`src/rtl/div_sequencer.sv`:
```
// div_sequencer: multi-cycle radix-2 restoring divider for RV32M
// DIV/DIVU/REM/REMU. It accepts a request from EX, stalls the pipeline
// while it produces one quotient bit per cycle, fixes the signs, and then
// pulses done with the result.
module div_sequencer #(
    parameter int XLEN = 32
) (
    input  logic            clk,
    input  logic            rst,
    input  logic            start,
    input  logic            flush,
    input  logic [2:0]      funct3,
    input  logic [XLEN-1:0] op_a,
    input  logic [XLEN-1:0] op_b,
    output logic            stall,
    output logic            busy,
    output logic            done,
    output logic [XLEN-1:0] result
);

    localparam int CW = $clog2(XLEN) + 1;
    localparam logic [CW-1:0]   CNT_INIT = CW'(XLEN);
    localparam logic [XLEN-1:0] INT_MIN  = {1'b1, {(XLEN-1){1'b0}}};

    typedef enum logic [1:0] {
        IDLE = 2'd0,
        CALC = 2'd1,
        FIX  = 2'd2,
        DONE = 2'd3
    } state_t;

    state_t          state_q, state_d;
    logic [CW-1:0]   cnt_q, cnt_d;
    logic [XLEN-1:0] rem_q, rem_d;
    logic [XLEN-1:0] quo_q, quo_d;
    logic [XLEN-1:0] dvs_q, dvs_d;
    logic [XLEN-1:0] result_q, result_d;
    logic            sign_a_q, sign_a_d;
    logic            sign_b_q, sign_b_d;
    logic            want_rem_q, want_rem_d;

    logic            accept;
    logic            is_signed;
    logic [XLEN-1:0] abs_a;
    logic [XLEN-1:0] abs_b;
    logic [XLEN:0]   rem_sh;
    logic            ge;
    logic [XLEN-1:0] trial;

    // Next-state, datapath update and combinational outputs.
    always_comb begin
        state_d    = state_q;
        cnt_d      = cnt_q;
        rem_d      = rem_q;
        quo_d      = quo_q;
        dvs_d      = dvs_q;
        result_d   = result_q;
        sign_a_d   = sign_a_q;
        sign_b_d   = sign_b_q;
        want_rem_d = want_rem_q;
        stall      = 1'b0;

        accept    = start & funct3[2] & ~flush;
        is_signed = ~funct3[0];
        abs_a     = (is_signed & op_a[XLEN-1]) ? -op_a : op_a;
        abs_b     = (is_signed & op_b[XLEN-1]) ? -op_b : op_b;

        // Shift {rem,quo} left by one and trial-subtract the divisor. The
        // shifted remainder is below 2*divisor, so the low XLEN bits of the
        // difference are exact whenever the subtraction does not borrow.
        rem_sh = {rem_q, quo_q[XLEN-1]};
        ge     = (rem_sh >= {1'b0, dvs_q});
        trial  = rem_sh[XLEN-1:0] - dvs_q;

        unique case (state_q)
            IDLE: begin
                if (accept) begin
                    stall      = 1'b1;
                    sign_a_d   = is_signed & op_a[XLEN-1];
                    sign_b_d   = is_signed & op_b[XLEN-1];
                    want_rem_d = funct3[1];
                    dvs_d      = abs_b;
                    if (op_b == '0) begin
                        result_d = funct3[1] ? op_a : '1;
                        state_d  = DONE;
                    end else if (is_signed && op_a == INT_MIN && op_b == '1) begin
                        result_d = funct3[1] ? '0 : INT_MIN;
                        state_d  = DONE;
                    end else begin
                        rem_d   = '0;
                        quo_d   = abs_a;
                        cnt_d   = CNT_INIT;
                        state_d = CALC;
                    end
                end
            end
            CALC: begin
                stall = 1'b1;
                if (flush) begin
                    state_d = IDLE;
                end else begin
                    rem_d = ge ? trial : rem_sh[XLEN-1:0];
                    quo_d = {quo_q[XLEN-2:0], ge};
                    cnt_d = cnt_q - CW'(1);
                    if (cnt_q == CW'(1)) begin
                        state_d = FIX;
                    end
                end
            end
            FIX: begin
                stall = 1'b1;
                if (flush) begin
                    state_d = IDLE;
                end else begin
                    if (want_rem_q) begin
                        result_d = sign_a_q ? -rem_q : rem_q;
                    end else begin
                        result_d = (sign_a_q ^ sign_b_q) ? -quo_q : quo_q;
                    end
                    state_d = DONE;
                end
            end
            DONE: begin
                state_d = IDLE;
            end
            default: begin
                state_d = IDLE;
            end
        endcase
    end

    // State and datapath registers with synchronous active-low reset.
    always_ff @(posedge clk) begin
        if (!rst) begin
            state_q    <= IDLE;
            cnt_q      <= '0;
            rem_q      <= '0;
            quo_q      <= '0;
            dvs_q      <= '0;
            result_q   <= '0;
            sign_a_q   <= 1'b0;
            sign_b_q   <= 1'b0;
            want_rem_q <= 1'b0;
        end else begin
            state_q    <= state_d;
            cnt_q      <= cnt_d;
            rem_q      <= rem_d;
            quo_q      <= quo_d;
            dvs_q      <= dvs_d;
            result_q   <= result_d;
            sign_a_q   <= sign_a_d;
            sign_b_q   <= sign_b_d;
            want_rem_q <= want_rem_d;
        end
    end

    assign busy   = (state_q != IDLE);
    assign done   = (state_q == DONE);
    assign result = result_q;

endmodule

```
`config.mk`:
```
export PLATFORM = sky130hd
export DESIGN_NAME = div_sequencer
export DESIGN_NICKNAME = d
export VERILOG_FILES = /design/src/rtl/div_sequencer.sv
export SDC_FILE = /design/constraint.sdc
export NUM_CORES = 1
export LEC_CHECK = 0
export CORE_AREA = 2 2 193 195
export DETAILED_ROUTE_END_ITERATION = 7
export DIE_AREA = 0 0 195 197
export MAX_ROUTING_LAYER = met4
export PLACE_DENSITY_LB_ADDON = 0.1
export SLEW_MARGIN = 5
export SYNTH_ARGS = -nofsm -noshare
export SYNTH_HDL_FRONTEND = slang
export SYNTH_SLANG_ARGS = --single-unit
```
`constraint.sdc`:
```
create_clock -name clk -period 3.8 [get_ports clk]
set_clock_uncertainty 0.2 [all_clocks]
set_input_delay 0.57 -clock clk [delete_from_list [all_inputs] [get_ports clk]]
set_output_delay 0.57 -clock clk [all_outputs]
set_load 0.05 [all_outputs]
```
==> flow_summary_export.csv <==
group,metric,value,unit
clocking,cts_buffers,17,
placed_design,io_buffers,105,
cells_and_area,layout-drive-gt1-share,10.7,%
clocking,clock_sinks,139,
logic_synthesis,synth_flop_cell,"dfxtp_1",
grt,antenna_found_initial,1,
grt,grt_max_degree,67,
power,peakVddDrop,0.588,mV
floorplan,fp.coreArea,36300,um2
detailed_routing,vias_per_cell,5.12,
logic_synthesis,synth_seq_cells,139,
clocking,cts_tree,"done",
clocking,clkTransAtPathRegs,0.06,ns
clocking,cts_setup_buffers,0,
logic_synthesis,synth_edf_count,0,
power,p_sw,3.93,mW
setup_path,critPathKind,"in -> reg",
logic_synthesis,synth_cell_types,72,
sta,fmax,277,MHz
sta,post-route-period-util,95.0,%
detailed_routing,drcViolationCount,0,
setup_path,crit_arrival,3.73,ns
logic_synthesis,synth_top_area_share,25.7,%
placed_design,hpwl,27.9,mm
cells_and_area,instances_no_fill,2088,
placed_design,dpl.cell_count,2057,
detailed_routing,wl_per_cell,17.1,um
power,p_clk_share,19.2,%
placed_design,place.gp.congestion,0.865,
clocking,cts_hold_buf,0,
logic_synthesis,syn-cell-area,10800,um2
setup_path,reg2regPathDepth,9,
clocking,cts_buffer_depth,2,
sta,finalHoldViolCount,0,
grt,grt_pass1_vias,10500,
cells_and_area,fin_nets,1724,
power,internal-power,4.95,mW
floorplan,start_util,29.8,%
hold_path,worstHoldPathCells,2,
clocking,cts_max_level,4,
power,power_per_cell_area,647,nW/um2
logic_synthesis,yosys_warnings,0,
floorplan,die_x,195,um
detailed_routing,antenna_left,0,
logic_synthesis,ys_seq_area_share,25.7,%
setup_path,end_kind,"flop",
detailed_routing,wirelength,35.8,mm
logic_synthesis,avgSynthCellArea,7.45,um2
floorplan,ios,106,
logic_synthesis,synth.area.top_cells,"dfxtp_1 (26%), nand2_1 (8.1%), xnor2_1 (6.5%)",
clocking,cts_repair_resize_count,0,
cells_and_area,n_antenna_cell,0,
clocking,cts-root-buf,"clkbuf_16",
power,leakage,5.82,nW
outcome,status,"finished, final reports clean",
setup_path,slowest_delay,0.56,ns
setup_path,startpoint_type,"primary input",
setup_path,crit_slowest_cell,"or4_1",
flow_run,drv_cap,0,
floorplan,die_h,197,um
logic_synthesis,syn_inst,1453,
clocking,clkLatencyLatePin,0.44,ns
grt,grt_pass1_wl,57.4,mm
cells_and_area,mostFrequentLayoutCells,"nand2_1 (233), dfxtp_1 (139), o21ai_0 (132)",
floorplan,die_area,38400,um2
power,p_sw_share,44.3,%
power,p_comb_share,57.8,%
sta,grt_setup_unrepaired,"no",
setup_path,cp.required,3.92,ns
sta,relSlewSlack,43.4,%
cells_and_area,final_common_cell,"nand2_1",
floorplan,row_count,70,
grt,grtUsageTotal,19.3,%
grt,grt_remaining_overflow,0,
detailed_routing,dr_total_vias,10700,
setup_path,critical_path.max_fanout,7,
sta,fin_tns_setup,0,ns
logic_synthesis,async_flop_share,0,%
setup_path,crit_chain,"clkdlybuf4s50_1, or4_1, or3_1, or3_1, o41ai_4, a22oi_1, nor2_4, buf_4, buf_4, mux2i_1, nor2b_1",
sta,setup_violations,0,
sta,min_period,3.61,ns
logic_synthesis,synth_nets,1569,
cells_and_area,syn2layout_area_growth,26.8,%
hold_path,hp-class,"reg -> reg",
power,seqPwrFrac,22.9,%
detailed_routing,first_iter_violations,569,
cells_and_area,utilization,37.8,%
detailed_routing,dr.pass1.iters,5,
logic_synthesis,yosysTopAreaCell,"dfxtp_1",
sta,worst_slew_pin_slew,0.846,ns
sta,slew_viol_final,0,
## Yosys cell counts (21+ instances only)
library cell / instances
nor2_1: 84
xor2_1: 67
nand2_1: 233
o211ai_1: 21
mux2i_1: 22
nor3_1: 26
a21boi_0: 35
o21ai_0: 133
a21oi_1: 83
inv_1: 70
dfxtp_1: 139
clkbuf_1: 69
xnor2_1: 80
ha_1: 44
o211a_1: 44
## power by group through the flow
stage / clock network [mW] / registers [mW] / logic (mW)
after floorplan: 0 / 2.08 / 3.43
after global routing: 1.80 / 2.08 / 5.69
final: 1.71 / 2.04 / 5.13
after detailed placement: 0 / 2.06 / 5.14
after global placement: 0 / 2.06 / 5.14
after CTS: 1.75 / 2.03 / 5.16
## critical path: cells and delay by family
family	cells	cell delay (ns)
AO/OA/AOI/OAI	2	0.56
buffers and inverters	3	0.75
multiplexers	1	0.18
AND/OR/NAND/NOR	5	1.67
## path summary, 6_finish.rpt
check	from	endpoint	slack [ns]
max reg2reg	rem_q[0]	result[29]	0.28
min reg2reg	result[31]	result[31]	0.26
min	result[31]	result[31]	0.26
max	op_a[20]	result[28]	0.19
## per-stage QoR
stage	area (um2)	setup slack (ns)	hold WS, ns	power, mW
6_report	13700	0.189	0.262	8.88
5_1_grt	13700	0.00470	0.285	9.57
4_1_cts	13700	0.0963	0.267	8.94
3_5_place_dp	13100	-0.351	0.258	7.20
3_3_place_gp	13100	-0.273	0.249	7.19
2_1_floorplan	10800	0.414	0.241	5.51
## state kept, by name (all words and copies together), names as in the netlist
signal	cells
rem_q	32
sign_b_q	1
result	32
state_q	2
want_rem_q	1
sign_a_q	1
quo_q	32
cnt_q	6
dvs_q	32
## area by class of cell
class / count / area (um2)
Clock buffer: 23 / 468
Clock inverter: 8 / 118
Fill cell: 3870 / 22500
Inverter: 70 / 263
Multi-Input combinational cell: 1154 / 7440
Sequential cell: 139 / 2780
Tap cell: 468 / 586
Timing Repair Buffer: 226 / 2050
## metal layers
layer | wire length [um] | GRT usage, % | vias to the layer above
li1 | - | - | 5496
met4 | 447 | 4.78 | 0
met3 | 1400 | 2.34 | 29
met1 | 17700 | 25.6 | 4943
met2 | 16200 | 31.4 | 213
met5 | 0 | - | -
## cells by family after synthesis
kind of cell / Yosys count / share of synthesized area, %
buf+inv: 160 / 5.79
fa+ha+maj: 45 / 5.27
mux: 22 / 2.04
xor+xnor: 147 / 11.9
flops: 139 / 25.7
compound gates: 456 / 28.4
simple gates: 484 / 20.9
(Power assumes the default switching activity.)
